## config.mk

```make
export PLATFORM = sky130hd
export DESIGN_NAME = instr_fetch_unit
export DESIGN_NICKNAME = d
export VERILOG_FILES = /design/src/rtl/instr_fetch_unit.sv
export SDC_FILE = /design/constraint.sdc
export NUM_CORES = 1
export LEC_CHECK = 0
export CAP_MARGIN = 20
export CORE_MARGIN = 2
export CORE_UTILIZATION = 47
export CTS_BUF_LIST = sky130_fd_sc_hd__clkbuf_16
export CTS_CLUSTER_SIZE = 16
export DETAILED_ROUTE_END_ITERATION = 6
export PLACE_DENSITY = 0.77
export SLEW_MARGIN = 30
export SYNTH_ARGS = -nofsm -noshare
export SYNTH_HDL_FRONTEND = slang
export SYNTH_SLANG_ARGS = --single-unit
```

## constraint.sdc

```tcl
create_clock -name clk -period 4.5 [get_ports clk]
set_clock_uncertainty 0.05 [all_clocks]
set_input_delay 0.9 -clock clk [delete_from_list [all_inputs] [get_ports clk]]
set_output_delay 0.9 -clock clk [all_outputs]
set_load 0.01 [all_outputs]
```

## src/rtl/instr_fetch_unit.sv

```systemverilog
// Instruction fetch unit. It owns the PC, issues word fetches and buffers responses in a prefetch FIFO.
// It redirects on taken branches. Define FETCH_STATS_EN to add the issue/flush statistics counters.
module instr_fetch_unit #(
    parameter logic [31:0] RESET_PC = 32'h0000_0000,
    parameter int          DEPTH    = 2
) (
    input  logic        clk,
    input  logic        rst,
    output logic        imem_req,
    output logic [31:0] imem_addr,
    input  logic        imem_valid,
    input  logic [31:0] imem_rdata,
    input  logic        redirect,
    input  logic [31:0] redirect_pc,
    output logic        instr_valid,
    input  logic        instr_ready,
    output logic [31:0] instr,
    output logic [31:0] instr_pc
`ifdef FETCH_STATS_EN
    ,
    output logic [15:0] stat_issued,
    output logic [15:0] stat_flushed
`endif
);

    localparam int PW = (DEPTH > 1) ? $clog2(DEPTH) : 1;
    localparam int CW = $clog2(DEPTH) + 1;
    localparam logic [CW:0] DEPTH_C = (CW+1)'(DEPTH);

    typedef logic [PW-1:0] ptr_t;
    typedef logic [CW-1:0] cnt_t;

    logic [31:0] fetch_pc_q, fetch_pc_d;
    cnt_t        in_flight_q, in_flight_d;
    cnt_t        discard_q, discard_d;

    ptr_t        pcq_rd_q, pcq_rd_d;
    ptr_t        pcq_wr_q, pcq_wr_d;
    logic [31:0] pcq_pc_q [DEPTH];
    logic [31:0] pcq_pc_d [DEPTH];

    cnt_t        fifo_cnt_q, fifo_cnt_d;
    ptr_t        fifo_rd_q, fifo_rd_d;
    ptr_t        fifo_wr_q, fifo_wr_d;
    logic [31:0] fifo_instr_q [DEPTH];
    logic [31:0] fifo_instr_d [DEPTH];
    logic [31:0] fifo_pc_q [DEPTH];
    logic [31:0] fifo_pc_d [DEPTH];

    logic        resp;
    logic        resp_drop;
    logic        push;
    logic        pop;
    logic        issue;
    logic [CW:0] occ;

    // Output side: the FIFO head is the instruction offered to the datapath.
    always_comb begin
        instr_valid = (fifo_cnt_q != '0);
        instr       = '0;
        instr_pc    = '0;
        if (instr_valid) begin
            instr    = fifo_instr_q[fifo_rd_q];
            instr_pc = fifo_pc_q[fifo_rd_q];
        end
    end

    // Occupancy counts the slot freed by this cycle's pop, so a 1-cycle memory streams without bubbles.
    always_comb begin
        resp      = imem_valid && (in_flight_q != '0);
        resp_drop = resp && (discard_q != '0);
        pop       = instr_valid && instr_ready && !redirect;
        push      = resp && !resp_drop && !redirect;
        occ       = {1'b0, in_flight_q} + {1'b0, fifo_cnt_q} - (CW+1)'(pop);
        issue     = rst && !redirect && (occ < DEPTH_C);
        imem_req  = issue;
        imem_addr = fetch_pc_q;
    end

    always_comb begin
        fetch_pc_d   = fetch_pc_q;
        in_flight_d  = in_flight_q + cnt_t'(issue) - cnt_t'(resp);
        discard_d    = discard_q - cnt_t'(resp_drop);
        pcq_rd_d     = pcq_rd_q;
        pcq_wr_d     = pcq_wr_q;
        pcq_pc_d     = pcq_pc_q;
        fifo_cnt_d   = fifo_cnt_q;
        fifo_rd_d    = fifo_rd_q;
        fifo_wr_d    = fifo_wr_q;
        fifo_instr_d = fifo_instr_q;
        fifo_pc_d    = fifo_pc_q;

        if (issue) begin
            fetch_pc_d         = fetch_pc_q + 32'd4;
            pcq_pc_d[pcq_wr_q] = fetch_pc_q;
            pcq_wr_d           = pcq_wr_q + ptr_t'(1);
        end
        // Every accepted response retires one in-flight PC, whether kept or dropped.
        if (resp) begin
            pcq_rd_d = pcq_rd_q + ptr_t'(1);
        end

        if (redirect) begin
            fetch_pc_d = {redirect_pc[31:2], 2'b00};
            discard_d  = in_flight_d;
            fifo_cnt_d = '0;
            fifo_rd_d  = '0;
            fifo_wr_d  = '0;
        end else begin
            if (push) begin
                fifo_instr_d[fifo_wr_q] = imem_rdata;
                fifo_pc_d[fifo_wr_q]    = pcq_pc_q[pcq_rd_q];
                fifo_wr_d               = fifo_wr_q + ptr_t'(1);
            end
            if (pop) begin
                fifo_rd_d = fifo_rd_q + ptr_t'(1);
            end
            fifo_cnt_d = fifo_cnt_q + cnt_t'(push) - cnt_t'(pop);
        end
    end

    always_ff @(posedge clk or negedge rst) begin
        if (!rst) begin
            fetch_pc_q  <= RESET_PC;
            in_flight_q <= '0;
            discard_q   <= '0;
            pcq_rd_q    <= '0;
            pcq_wr_q    <= '0;
            fifo_cnt_q  <= '0;
            fifo_rd_q   <= '0;
            fifo_wr_q   <= '0;
        end else begin
            fetch_pc_q  <= fetch_pc_d;
            in_flight_q <= in_flight_d;
            discard_q   <= discard_d;
            pcq_rd_q    <= pcq_rd_d;
            pcq_wr_q    <= pcq_wr_d;
            fifo_cnt_q  <= fifo_cnt_d;
            fifo_rd_q   <= fifo_rd_d;
            fifo_wr_q   <= fifo_wr_d;
        end
    end

    // Storage arrays carry no reset; the pointers and counts above decide what is valid.
    always_ff @(posedge clk) begin
        pcq_pc_q     <= pcq_pc_d;
        fifo_instr_q <= fifo_instr_d;
        fifo_pc_q    <= fifo_pc_d;
    end

`ifdef FETCH_STATS_EN
    logic [15:0] stat_issued_q, stat_issued_d;
    logic [15:0] stat_flushed_q, stat_flushed_d;
    logic [CW:0] flush_n;
    logic [16:0] flush_sum;

    // Pending discards were already counted by the redirect that created them.
    always_comb begin
        flush_n        = {1'b0, fifo_cnt_q} + {1'b0, in_flight_q} - {1'b0, discard_q};
        flush_sum      = {1'b0, stat_flushed_q} + 17'(flush_n);
        stat_issued_d  = stat_issued_q;
        stat_flushed_d = stat_flushed_q;
        if (issue && (stat_issued_q != 16'hFFFF)) begin
            stat_issued_d = stat_issued_q + 16'd1;
        end
        if (redirect) begin
            stat_flushed_d = flush_sum[16] ? 16'hFFFF : flush_sum[15:0];
        end
    end

    always_ff @(posedge clk or negedge rst) begin
        if (!rst) begin
            stat_issued_q  <= '0;
            stat_flushed_q <= '0;
        end else begin
            stat_issued_q  <= stat_issued_d;
            stat_flushed_q <= stat_flushed_d;
        end
    end

    assign stat_issued  = stat_issued_q;
    assign stat_flushed = stat_flushed_q;
`endif

endmodule
```

-- Word level (Yosys, flattened, before mapping)
Cells that the tools add are included.
- bits in registers: 234
- logic and storage cells: 83
- output and inout bits: 98
- bits of input ports: 69
- add/subtract/negate cells: 12
- reduce and logical (&&, ||, !) cells: 19
- $lt $le $gt $ge: 7
- muxes and demuxes: 26
- bitwise operators: 5
- operator list (operator ; count):
    $mux W32 ; 15
    $bwmux W64 ; 3
    $demux W32 S1 ; 2
    $add A32 B3 Y32 const B ; 1
    $reduce_bool A2 Y1 ; 6
    $logic_and A1 B1 Y1 ; 10
    $ge A2 B2 Y1 const B ; 4
    $not A1 Y2 ; 4
    $sub A2 B1 Y2 ; 3
    $add A1 B1 Y1 const B ; 4
    $add A2 B1 Y2 ; 2
    $lt A2 B1 Y1 const B ; 2
    $mux W1 ; 4
    $mux W2 ; 2
    $add A2 B2 Y3 ; 1
    $lt A3 B2 Y1 const B ; 1
    $sub A3 B1 Y3 ; 1
    $logic_not A1 Y1 ; 2
    $reduce_and A2 Y1 ; 1
    $not A1 Y1 ; 1

-- Logic depth before layout (Yosys ltp)
- depth after elaboration: 9
- gate-level depth with buffers: 15
- depth with buffers taken out: 15

-- Worst setup path after synthesis
Ideal clock, no wire load.
- kind: input port to flip-flop
- start point: input redirect
- end point: register pcq_pc_q[34] (netlist bit), enable pin
- setup time: 455 ps
- path buffers: 2
- arrival time: 4945 ps
- required time: 3995 ps
- setup slack: -950 ps
- stages: 9
- cells stage by stage: clkbuf_1 -> clkbuf_1 -> nor2_1 -> ha_1 -> nand2b_1 -> fa_1 -> xnor2_1 -> nand3b_1 -> nor3_1
- longest elaborated chain between the ends: 5
- elaborated cells between the ends (all ways): 6
- those cells by class: add/sub: 1; order compare: 1; reduce/logical: 4
- ends and longest elaborated chain (what ; RTL line ; source):
    start, declared ; 13 ; input logic redirect,
    $logic_not A1 Y1 (*) ; 72, 75 ;
    $logic_and A1 B1 Y1 ; 72 ; pop = instr_valid && instr_ready && !redirect;
    $sub A3 B1 Y3 ; 74 ; occ = {1'b0, in_flight_q} + {1'b0, fifo_cnt_q} - (CW+1)'(pop);
    $lt A3 B2 Y1 ; 75 ; issue = rst && !redirect && (occ < DEPTH_C);
    $logic_and A1 B1 Y1 (*) ; 75 ;
    end signal, assigned ; 146 ; pcq_pc_q <= pcq_pc_d;
    end, declared ; 39 ; logic [31:0] pcq_pc_q [DEPTH];
Every way passes the cells marked *; elsewhere a longest branch is shown, timed or not.
A chain may end at the register's enable or synchronous reset.

-- Worst setup path after layout
- start point: input instr_ready
- end point: output imem_req
- longest elaborated chain between the ends: 5
- ends and longest elaborated chain (what ; RTL line ; source):
    start, declared ; 16 ; input logic instr_ready,
    $logic_and A1 B1 Y1 (2 in series) ; 72 ;
    $sub A3 B1 Y3 ; 74 ;
    $lt A3 B2 Y1 ; 75 ;
    $logic_and A1 B1 Y1 ; 75 ;
    end, declared ; 9 ; output logic imem_req,
Every way passes these cells.

==> metrics.md <==
| Metric | Value |
|---|---|
| Clock tree buffer depth | `3` |
| WL final | `18900 um` |
| Total number of vias | `5468` |
| Clk slew on worst S/H paths | `0.06 ns` |
| Hold Slack | `0.297 ns` |
| Sequential share of power | `43.5%` |
| Vias in the first global route | `5666` |
| Post-synth EDFFs | `184` |
| DIE HEIGHT | `143 um` |
| Area post-placement | `0.0111 mm2` |
| GRT Util Overall | `18.1%` |
| Post-synth top flop | `edfxtp_1` |
| Worst-Skew Late Latency | `0.50 ns` |
| Core area | `0.0189 mm2` |
| DPL Wire Length | `12200 um` |
| Syn. warnings | `0` |
| CP max-delay cell | `clkdlybuf4s50_1` |
| Setup Buffers After CTS | `0` |
| Sw Pwr | `1.66 mW` |
| Endpoints failing setup | `0` |
| Post-detailed-route wirelength per cell | `17.8 um` |
| Combinational power share | `23.3%` |
| Unrepaired setup endpoints after global routing | `false` |
| Setup_tns | `0 ns` |
| FFs w/ async S/R, synth | `17.9%` |
| Pwr Density | `527 mW/mm2` |
| Largest net degree at the start of global routing | `66` |
| Setup crit start kind | `primary input` |
| Initial antenna violation count | `0` |
| Critical-path cell list | `clkdlybuf4s50_1 -> nand2_1 -> nor2_1 -> ha_1 -> nand2b_1 -> fa_1 -> xnor2_1 -> nand3b_1 -> nor2_2 -> clkdlybuf4s50_1` |
| Max stage delay on crit path | `0.57 ns` |
| Register bit total from synthesis | `224` |
| Synth area leader | `edfxtp_1` |
| Post-synthesis cell count | `611` |
| Global-route wire length before repair | `29100 um` |
| Cell row count | `50` |
| Clk sinks | `224` |
| Worst path most repeated cell | `clkdlybuf4s50_1` |
| Worst Tran Pin Value | `0.878 ns` |
| Layout area overhead | `30.6%` |
| Ant. Diodes | `0` |
| Fin cells | `1061` |
| Final nets | `863` |
| Fill cells | `1376` |
| Worst Setup End Kind | `output port` |
| Placed Cells incl. Taps | `1020` |
| Ports | `167` |
| Sequential cell area fraction in the yosys report | `71.6%` |
| Achievable Freq | `229 MHz` |
| Rel. slew slack | `41.4%` |
| Final Cell Area | `0.0119 mm2` |
| Critical path class | `in2out` |
| Die area | `0.0205 mm2` |
| Switching Share | `26.4%` |
| Vias per cell | `5.15` |
| GRT overflow | `0` |
| Hold Vio Cnt, Final | `0` |
| Max FO, Critical Path | `2` |
| CTS root buf | `clkbuf_16` |
| Most common cell in the netlist | `edfxtp_1` |
| Inserted Clock Buffers | `23` |
| I/O Buffers | `160` |
| Maximum VDD drop | `0.000370 V` |
| Synth top area cells | `edfxtp_1 (61%), dfrtp_1 (11%), mux2i_1 (6.9%)` |
| Min-delay worst type | `in2async` |
| Critical Path AT | `3.41 ns` |
| Layout cell share with drive strength beyond 1 | `12.5%` |
| DR pass1 iterations | `4` |
| Share of the synthesized area in the top cell type | `60.6%` |
| Synth Cell Area | `0.00911 mm2` |
| Avg Inst Size Synth | `14.9 um2` |
| Netlist cell types | `37` |
| ANT nets after route | `0` |
| Initial drt markers | `302` |
| Period utilisation layout | `96.9%` |
| Max Cap Viol | `0` |
| Power Internal | `4.61 mW` |
| Pwr Total | `6.27 mW` |
| CTS tree | `built` |
| Buffers plus inverters on the worst setup path | `2` |
| Clk network pwr share | `33.2%` |
| Slew Viols, Final | `0` |
| Status | `completed` |
| Synth top cells by count | `edfxtp_1 (184), nor2_1 (78), mux2i_1 (63), dfrtp_1 (40), nand2_1 (35)` |
| Starting Density | `48.2%` |
| Min Tclk post-route | `4.36 ns` |
| Delay-heaviest family, CP | `buffers and inverters` |
| Static Leak | `4.08 nW` |
| WP data required | `3.55 ns` |
| Post-CTS Hold Buffers | `0` |
| H-tree depth | `1` |
| # DRC | `0` |
| RePlAce Congestion | `0.814` |
| DIE WIDTH | `143 um` |
[kinds of logic (layout without fill, tap and decap cells)]
group / after synthesis / in the layout / share of synthesized area (%)
muxes: 95 / 95 / 10.9
other: 1 / 4 / 0.0411
and+or+nand+nor: 168 / 168 / 8.68
buffers and inverters: 44 / 231 / 2.09
DFF: 224 / 224 / 71.6
xor gates and xnor gates: 37 / 37 / 3.56
AOI/OAI and AO/OA: 33 / 33 / 1.84
adders and majority gates: 9 / 9 / 1.32
[power groups by stage]
stage | Sequential [mW] | Combinational, mW | Clock [mW]
6_report | 2.73 | 1.46 | 2.08
5_1_grt | 2.76 | 1.59 | 2.20
4_1_cts | 2.73 | 1.48 | 2.11
3_5_place_dp | 2.77 | 1.47 | 0
3_3_place_gp | 2.75 | 1.42 | 0
2_1_floorplan | 2.71 | 0.845 | 0
[path summary, 6_finish.rpt]
path | from | endpoint | slack (ns) | depth (start not counted)
worst min register to register | pcq_rd_q | pcq_rd_q | 0.42 | 1
min in group clk | pcq_rd_q | pcq_rd_q | 0.42 | 1
worst min-delay path | rst | pcq_rd_q | 0.30 | 1
max in group asynchronous | rst | imem_addr[13] | 3.42 | 2
worst max register to register | fifo_cnt_q[0] | imem_addr[17] | 1.29 | 12
worst max-delay path | instr_ready | imem_req | 0.14 | 10
[layout by cell type (no fill, tap or decap), types with 3 or more instances in the layout]
| cell | instances |
|---|---|
| and3_1 | 5 |
| xnor2_1 | 19 |
| nor4_2 | 3 |
| buf_4 | 15 |
| edfxtp_1 | 184 |
| ha_1 | 8 |
| clkinv_1 | 3 |
| mux2_2 | 32 |
| clkinv_2 | 3 |
| nand2_1 | 35 |
| nor2_4 | 3 |
| nor2_2 | 3 |
| dfrtp_1 | 39 |
| nand4_1 | 12 |
| clkdlybuf4s50_1 | 158 |
| o21ai_0 | 28 |
| clkbuf_16 | 23 |
| conb_1 | 4 |
| nor3_1 | 4 |
| mux2i_1 | 63 |
| o21ai_1 | 3 |
| xor2_1 | 18 |
| bufinv_16 | 7 |
| inv_1 | 18 |
| nor2_1 | 73 |
| nand3_1 | 13 |
[worst register-to-register path, delay by kind of cell, from the launching register on]
kind | cells | cell delay, ns
and+or+nand+nor | 7 | 1.34
adders and majority gates | 2 | 0.81
DFF | 1 | 0.42
muxes | 1 | 0.26
xor gates and xnor gates | 1 | 0.15
buffers and inverters | 1 | 0.06
[through the flow]
stage / setup WS, ns / util, %
6_report: 0.142 / 63.0
5_1_grt: 0.0116 / 63.0
4_1_cts: 0.103 / 63.0
2_1_floorplan: -0.0437 / -
3_5_place_dp: 0.154 / 58.5
3_3_place_gp: 0.151 / 58.5
[registers in the layout, indices dropped and copies added (netlist names)]
name	count
imem_addr	30
fifo_wr_q	1
pcq_wr_q	1
fifo_cnt_q	2
pcq_pc_q	60
in_flight_q	2
pcq_rd_q	1
fifo_rd_q	1
fifo_instr_q	64
discard_q	2
fifo_pc_q	60
[area by class of cell]
class                      instances  area (um2)  share of cell area [%]
clock inverter                    18         263                    2.21
multi-input combinational        346        2450                    20.6
tap                              260         325                    2.73
inverter                          15        56.3                   0.473
clock buffer                      23         576                    4.84
sequential                       224        6530                    54.9
timing repair buffer             175        1700                    14.3
[layer usage]
| metal | track usage [%] | wire length [um] | vias up |
|---|---|---|---|
| li1 | - | - | 2562 |
| met1 | 23.8 | 8000 | 2669 |
| met2 | 30.9 | 9290 | 204 |
| met3 | 2.92 | 1150 | 33 |
| met4 | 6.19 | 404 | 0 |
| met5 | 0 | 0 | - |
[repair_timing]
item,CTS,global route
endpoints found under the hold margin,0,0
gates resized for setup,0,1
setup endpoints to repair,0,1
Note: power is estimated with default switching activity, not from simulation.
